File: src/rtl/width_narrow_stage.sv
// Buffered narrowing stage: wide stream in, narrow stream out through a 2-entry skid buffer.
// Optional build macro WIDTH_NARROW_SAT_EN stores all-ones instead of the low bits when upper bits are lost.
module width_narrow_stage #(
  parameter int WIDE_W   = 32,
  parameter int NARROW_W = 1,
  parameter int CNT_W    = 8
) (
  input  logic                clk,
  input  logic                rst_n,
  input  logic                in_valid_i,
  output logic                in_ready_o,
  input  logic [WIDE_W-1:0]   in_data_i,
  output logic                out_valid_o,
  input  logic                out_ready_i,
  output logic [NARROW_W-1:0] out_data_o,
  output logic                out_trunc_o,
  output logic [CNT_W-1:0]    trunc_count_o
);

  typedef enum logic [1:0] {EMPTY, HALF, FULL} state_e;

  state_e              state_q;
  logic                inReady_q;
  logic                outValid_q;
  logic [NARROW_W-1:0] headData_q;
  logic                headTrunc_q;
  logic [NARROW_W-1:0] tailData_q;
  logic                tailTrunc_q;
  logic [CNT_W-1:0]    truncCount_q;
  logic [CNT_W-1:0]    truncCount_d;

  logic                inTrunc;
  logic [NARROW_W-1:0] inNarrow;
  logic                doAccept;
  logic                doRelease;

  if (NARROW_W > WIDE_W || NARROW_W < 1) begin : gBadParams
    $error("width_narrow_stage: NARROW_W must be in 1..WIDE_W");
  end

  // Equal widths have no upper slice, so the flag collapses to a constant.
  if (WIDE_W > NARROW_W) begin : gTrunc
    assign inTrunc = |in_data_i[WIDE_W-1:NARROW_W];
  end else begin : gNoTrunc
    assign inTrunc = 1'b0;
  end

`ifdef WIDTH_NARROW_SAT_EN
  assign inNarrow = inTrunc ? {NARROW_W{1'b1}} : in_data_i[NARROW_W-1:0];
`else
  assign inNarrow = in_data_i[NARROW_W-1:0];
`endif

  assign doAccept  = in_valid_i && inReady_q;
  assign doRelease = outValid_q && out_ready_i;

  always_comb begin
    truncCount_d = truncCount_q;
    if (doAccept && inTrunc && (truncCount_q != {CNT_W{1'b1}})) begin
      truncCount_d = truncCount_q + CNT_W'(1);
    end
  end

  // Ready/valid are registered decodes of the next state, so no combinational path crosses the stage.
  always_ff @(posedge clk or negedge rst_n) begin
    if (!rst_n) begin
      state_q     <= EMPTY;
      inReady_q   <= 1'b1;
      outValid_q  <= 1'b0;
      headData_q  <= '0;
      headTrunc_q <= 1'b0;
      tailData_q  <= '0;
      tailTrunc_q <= 1'b0;
    end else begin
      case (state_q)
        EMPTY: begin
          if (doAccept) begin
            headData_q  <= inNarrow;
            headTrunc_q <= inTrunc;
            outValid_q  <= 1'b1;
            state_q     <= HALF;
          end
        end
        HALF: begin
          if (doAccept && doRelease) begin
            headData_q  <= inNarrow;
            headTrunc_q <= inTrunc;
          end else if (doAccept) begin
            tailData_q  <= inNarrow;
            tailTrunc_q <= inTrunc;
            inReady_q   <= 1'b0;
            state_q     <= FULL;
          end else if (doRelease) begin
            outValid_q  <= 1'b0;
            state_q     <= EMPTY;
          end
        end
        FULL: begin
          if (doRelease) begin
            headData_q  <= tailData_q;
            headTrunc_q <= tailTrunc_q;
            inReady_q   <= 1'b1;
            state_q     <= HALF;
          end
        end
        default: begin
          state_q    <= EMPTY;
          inReady_q  <= 1'b1;
          outValid_q <= 1'b0;
        end
      endcase
    end
  end

  always_ff @(posedge clk or negedge rst_n) begin
    if (!rst_n) begin
      truncCount_q <= '0;
    end else begin
      truncCount_q <= truncCount_d;
    end
  end

  assign in_ready_o    = inReady_q;
  assign out_valid_o   = outValid_q;
  assign out_data_o    = headData_q;
  assign out_trunc_o   = headTrunc_q;
  assign trunc_count_o = truncCount_q;

endmodule
File: config.mk
export PLATFORM = sky130hd
export DESIGN_NAME = width_narrow_stage
export DESIGN_NICKNAME = d
export VERILOG_FILES = /design/src/rtl/width_narrow_stage.sv
export SDC_FILE = /design/constraint.sdc
export NUM_CORES = 1
export LEC_CHECK = 0
export CAP_MARGIN = 10
export CORE_UTILIZATION = 30
export DETAILED_ROUTE_END_ITERATION = 16
export PLACE_DENSITY = 0.68
export SLEW_MARGIN = 15
export SYNTH_ARGS = -nofsm -noshare
export SYNTH_HDL_FRONTEND = slang
export SYNTH_SLANG_ARGS = --single-unit
File: constraint.sdc
create_clock -name clk -period 1.6 [get_ports clk]
set_clock_uncertainty 0.15 [all_clocks]
set_input_delay 0.32 -clock clk [delete_from_list [all_inputs] [get_ports clk]]
set_output_delay 0.32 -clock clk [all_outputs]
set_load 0.05 [all_outputs]
==> results.sh <==
export IMPL_start_kind="flop"
export IMPL_cts_hold_buf=0
export IMPL_pwr_share_clk_pct=35.9
export IMPL_synth_simple_gate_area_share_pct=29.2
export IMPL_ios=48
export IMPL_setup_viol=9
export IMPL_cpLargestDelayFamily="flip-flops"
export IMPL_worst_pin_slew_ns=0.345
export IMPL_clkSinkCount=16
export IMPL_core_area_um2=2570
export IMPL_first_pass_iters=4
export IMPL_grt_util_all_layers_pct=18.4
export IMPL_max_stage_delay_ns=0.66
export IMPL_synth_seq_area_share_pct=47.6
export IMPL_synth_top_family_by_area="simple AND/OR/NAND/NOR gates"
export IMPL_mostFrequentLayoutCells="buf_4, buf_12, dlygate4sd2_1, clkdlybuf4s15_1"
export IMPL_avgSynthCellArea_um2=9.81
export IMPL_timing_final_ws_setup_ns=-0.100
export IMPL_drive_above_1_share_pct=53.7
export IMPL_end_kind="flop"
export IMPL_start_util_pct=32.8
export IMPL_final_setup_tns_ns=-0.465
export IMPL_std_cell_rows=18
export IMPL_n_antenna_cell=0
export IMPL_slew_violations=0
export IMPL_cellInternalPower_uw=600
export IMPL_synth_flop_cell="dfrtp_1"
export IMPL_drtAntennaViolNets=0
export IMPL_cts_root_buf="clkbuf_4"
export IMPL_grt_ovfl_total=0
export IMPL_cts_max_path_buffers=2
export IMPL_crit_buf_inv=1
export IMPL_power_density_nw_per_um2=418
export IMPL_grt_first_pass_wirelength_um=3950
export IMPL_gp_congestion=0.738
export IMPL_numPlacedInstances=186
export IMPL_port_buffers=47
export IMPL_synthMuxAreaShare_pct=6.97
export IMPL_violations="negative setup slack"
export IMPL_min_path_type="in2async"
export IMPL_finalCriticalPeriod_ns=1.70
export IMPL_syn_num_nets=123
export IMPL_synth_compound_area_share_pct=8.01
export IMPL_htree_levels=1
export IMPL_totalWireLength_um=2760
export IMPL_synth_edf_count=0
export IMPL_pwr_share_comb_pct=11.8
export IMPL_cp_arrival_ns=1.74
export IMPL_ys_async_sr_fraction_pct=100
export IMPL_final_hold_viol_count=0
export IMPL_ys_warn_count=0
export IMPL_syn_area_um2=843
export IMPL_insertion_delay_ns=0.29
export IMPL_crit_fanout=4
export IMPL_fin_cells=192
export IMPL_route_detailed_drc=0
export IMPL_synth_seq_cells=16
export IMPL_worstSetupPathType="reg2reg"
export IMPL_switching_share_pct=22.2
export IMPL_dpl_hpwl_um=2140
export IMPL_slew_headroom_pct=77.0
export IMPL_final_nets=200
export IMPL_cts_clk_slew_worst_paths_ns=0.10
export IMPL_grt_max_degree=17
export IMPL_wire_per_inst_um=14.4
export IMPL_dieArea_um2=3030
export IMPL_die_y_um=55.0
export IMPL_period_share_pct=106
export IMPL_leakagePower_nw=0.794
export IMPL_first_global_vias=952
export IMPL_synth_cell_types=28
export IMPL_drtIter0Drc=18
export IMPL_yosys_area_share_adder_pct=1.48
export IMPL_outcome="complete, but fails checks"
export IMPL_synth_cells=86
export IMPL_p_sw_uw=172
export IMPL_ir_drop_v=0.000401
export IMPL_die_x_um=55.0
export IMPL_worstPathCellList="nand2_8, buf_6, nor4_4, mux2_4"
export IMPL_cp_required_ns=1.64
export IMPL_area_growth_pct=119
export IMPL_vias_per_cell=4.94
export IMPL_antenna_found_initial=0
export IMPL_cap_viol_max_count=0
export IMPL_layout_commonest_cell="buf_4"
export IMPL_fmax_mhz=588
export IMPL_slowest_stage="dfstp_4"
export IMPL_seq_power_share_pct=52.3
export IMPL_rsz0062_at_grt="yes"
export IMPL_power_uw=772
export IMPL_cts_tree="done"
export IMPL_synth_xor_area_share_pct=6.23
export IMPL_tritoncts_num_buffers=3
export IMPL_vias=948
==> synth_stat cells, drive strengths merged (2+ instances only) <==
cell | instances | area [um^2]
dfrtp | 15 | 375
nand2 | 9 | 33.8
nor4 | 9 | 62.6
nand3 | 7 | 35.0
nor2 | 7 | 33.8
xor2 | 6 | 52.6
nor3 | 5 | 30.0
a21oi | 4 | 20.0
mux2 | 4 | 48.8
o21ai | 4 | 20.0
nand4 | 3 | 18.8
nand2b | 2 | 12.5
==> worst reg2reg max path, cell delays in order, from the launching register on <==
cell and delay [ns]:
dfstp_4 0.66, nand2_8 0.07, buf_6 0.14, nor4_4 0.26, mux2_4 0.32
==> layout make-up <==
type	instances	area (um^2)
Timing Repair Buffer	73	758
Fill cell	195	721
Multi-Input combinational cell	69	599
Sequential cell	16	415
Tap cell	30	37.5
Clock buffer	4	36.3
==> flip-flops by register name, summed over array words and instances, names as in the netlist <==
register and cells:
in_ready_o 1, out_data_o 1, out_trunc_o 1, out_valid_o 1
state_q 2, tailData_q 1, tailTrunc_q 1, trunc_count_o 8
==> per-stage QoR <==
| step | utilization, % | setup WS, ns | area [um^2] | hold slack [ns] |
|---|---|---|---|---|
| floorplan | - | -0.133 | 913 | -0.126 |
| detailed placement | 67.4 | -0.537 | 1730 | 0.325 |
| global placement | 67.4 | -0.502 | 1730 | 0.317 |
| finish | 71.9 | -0.100 | 1850 | 0.181 |
| global route | 71.9 | -0.119 | 1850 | 0.216 |
| CTS | 71.1 | -0.0977 | 1820 | 0.188 |
==> routing by layer <==
| layer | vias up | GRT usage (%) | part of all wire, % |
|---|---|---|---|
| met5 | - | 0 | 0 |
| met4 | 0 | 6.25 | 0.87 |
| li1 | 475 | - | - |
| met1 | 449 | 23.0 | 40 |
| met2 | 20 | 30.1 | 55 |
| met3 | 4 | 5.46 | 3.3 |
==> worst paths after layout <==
kind	cells past startpoint	end	slack, ns	start
min	2	tailTrunc_q	0.18	rst_n
max	4	trunc_count_o[6]	-0.10	in_ready_o
max reg2reg	4	trunc_count_o[6]	-0.10	in_ready_o
max in group asynchronous	2	in_ready_o	0.87	rst_n
min in group clk	2	tailTrunc_q	0.34	tailTrunc_q
min reg2reg	2	tailTrunc_q	0.34	tailTrunc_q
==> cell families after synthesis <==
family | after synthesis
adder cells (fa/ha/maj) | 1
buffers and inverters | 1
AO/OA/AOI/OAI | 12
flip-flops | 16
AND/OR/NAND/NOR | 45
multiplexers | 5
XOR/XNOR | 6
==> power by group through the flow <==
stage,clock [mW],combinational [mW],sequential [mW]
after floorplan,0,0.00546,0.412
after global placement,0,0.106,0.412
after detailed placement,0,0.109,0.412
after CTS,0.280,0.0873,0.404
after global routing,0.296,0.0984,0.404
final,0.277,0.0908,0.404
==> repair_timing <==
item                       in CTS  in global routing
pin swaps                      14                 10
resized for setup              58                 24
gates cloned                    0                  0
buffers inserted                3                  0
setup endpoints to repair      12                 14
Power figures use the tool's default switching activity.
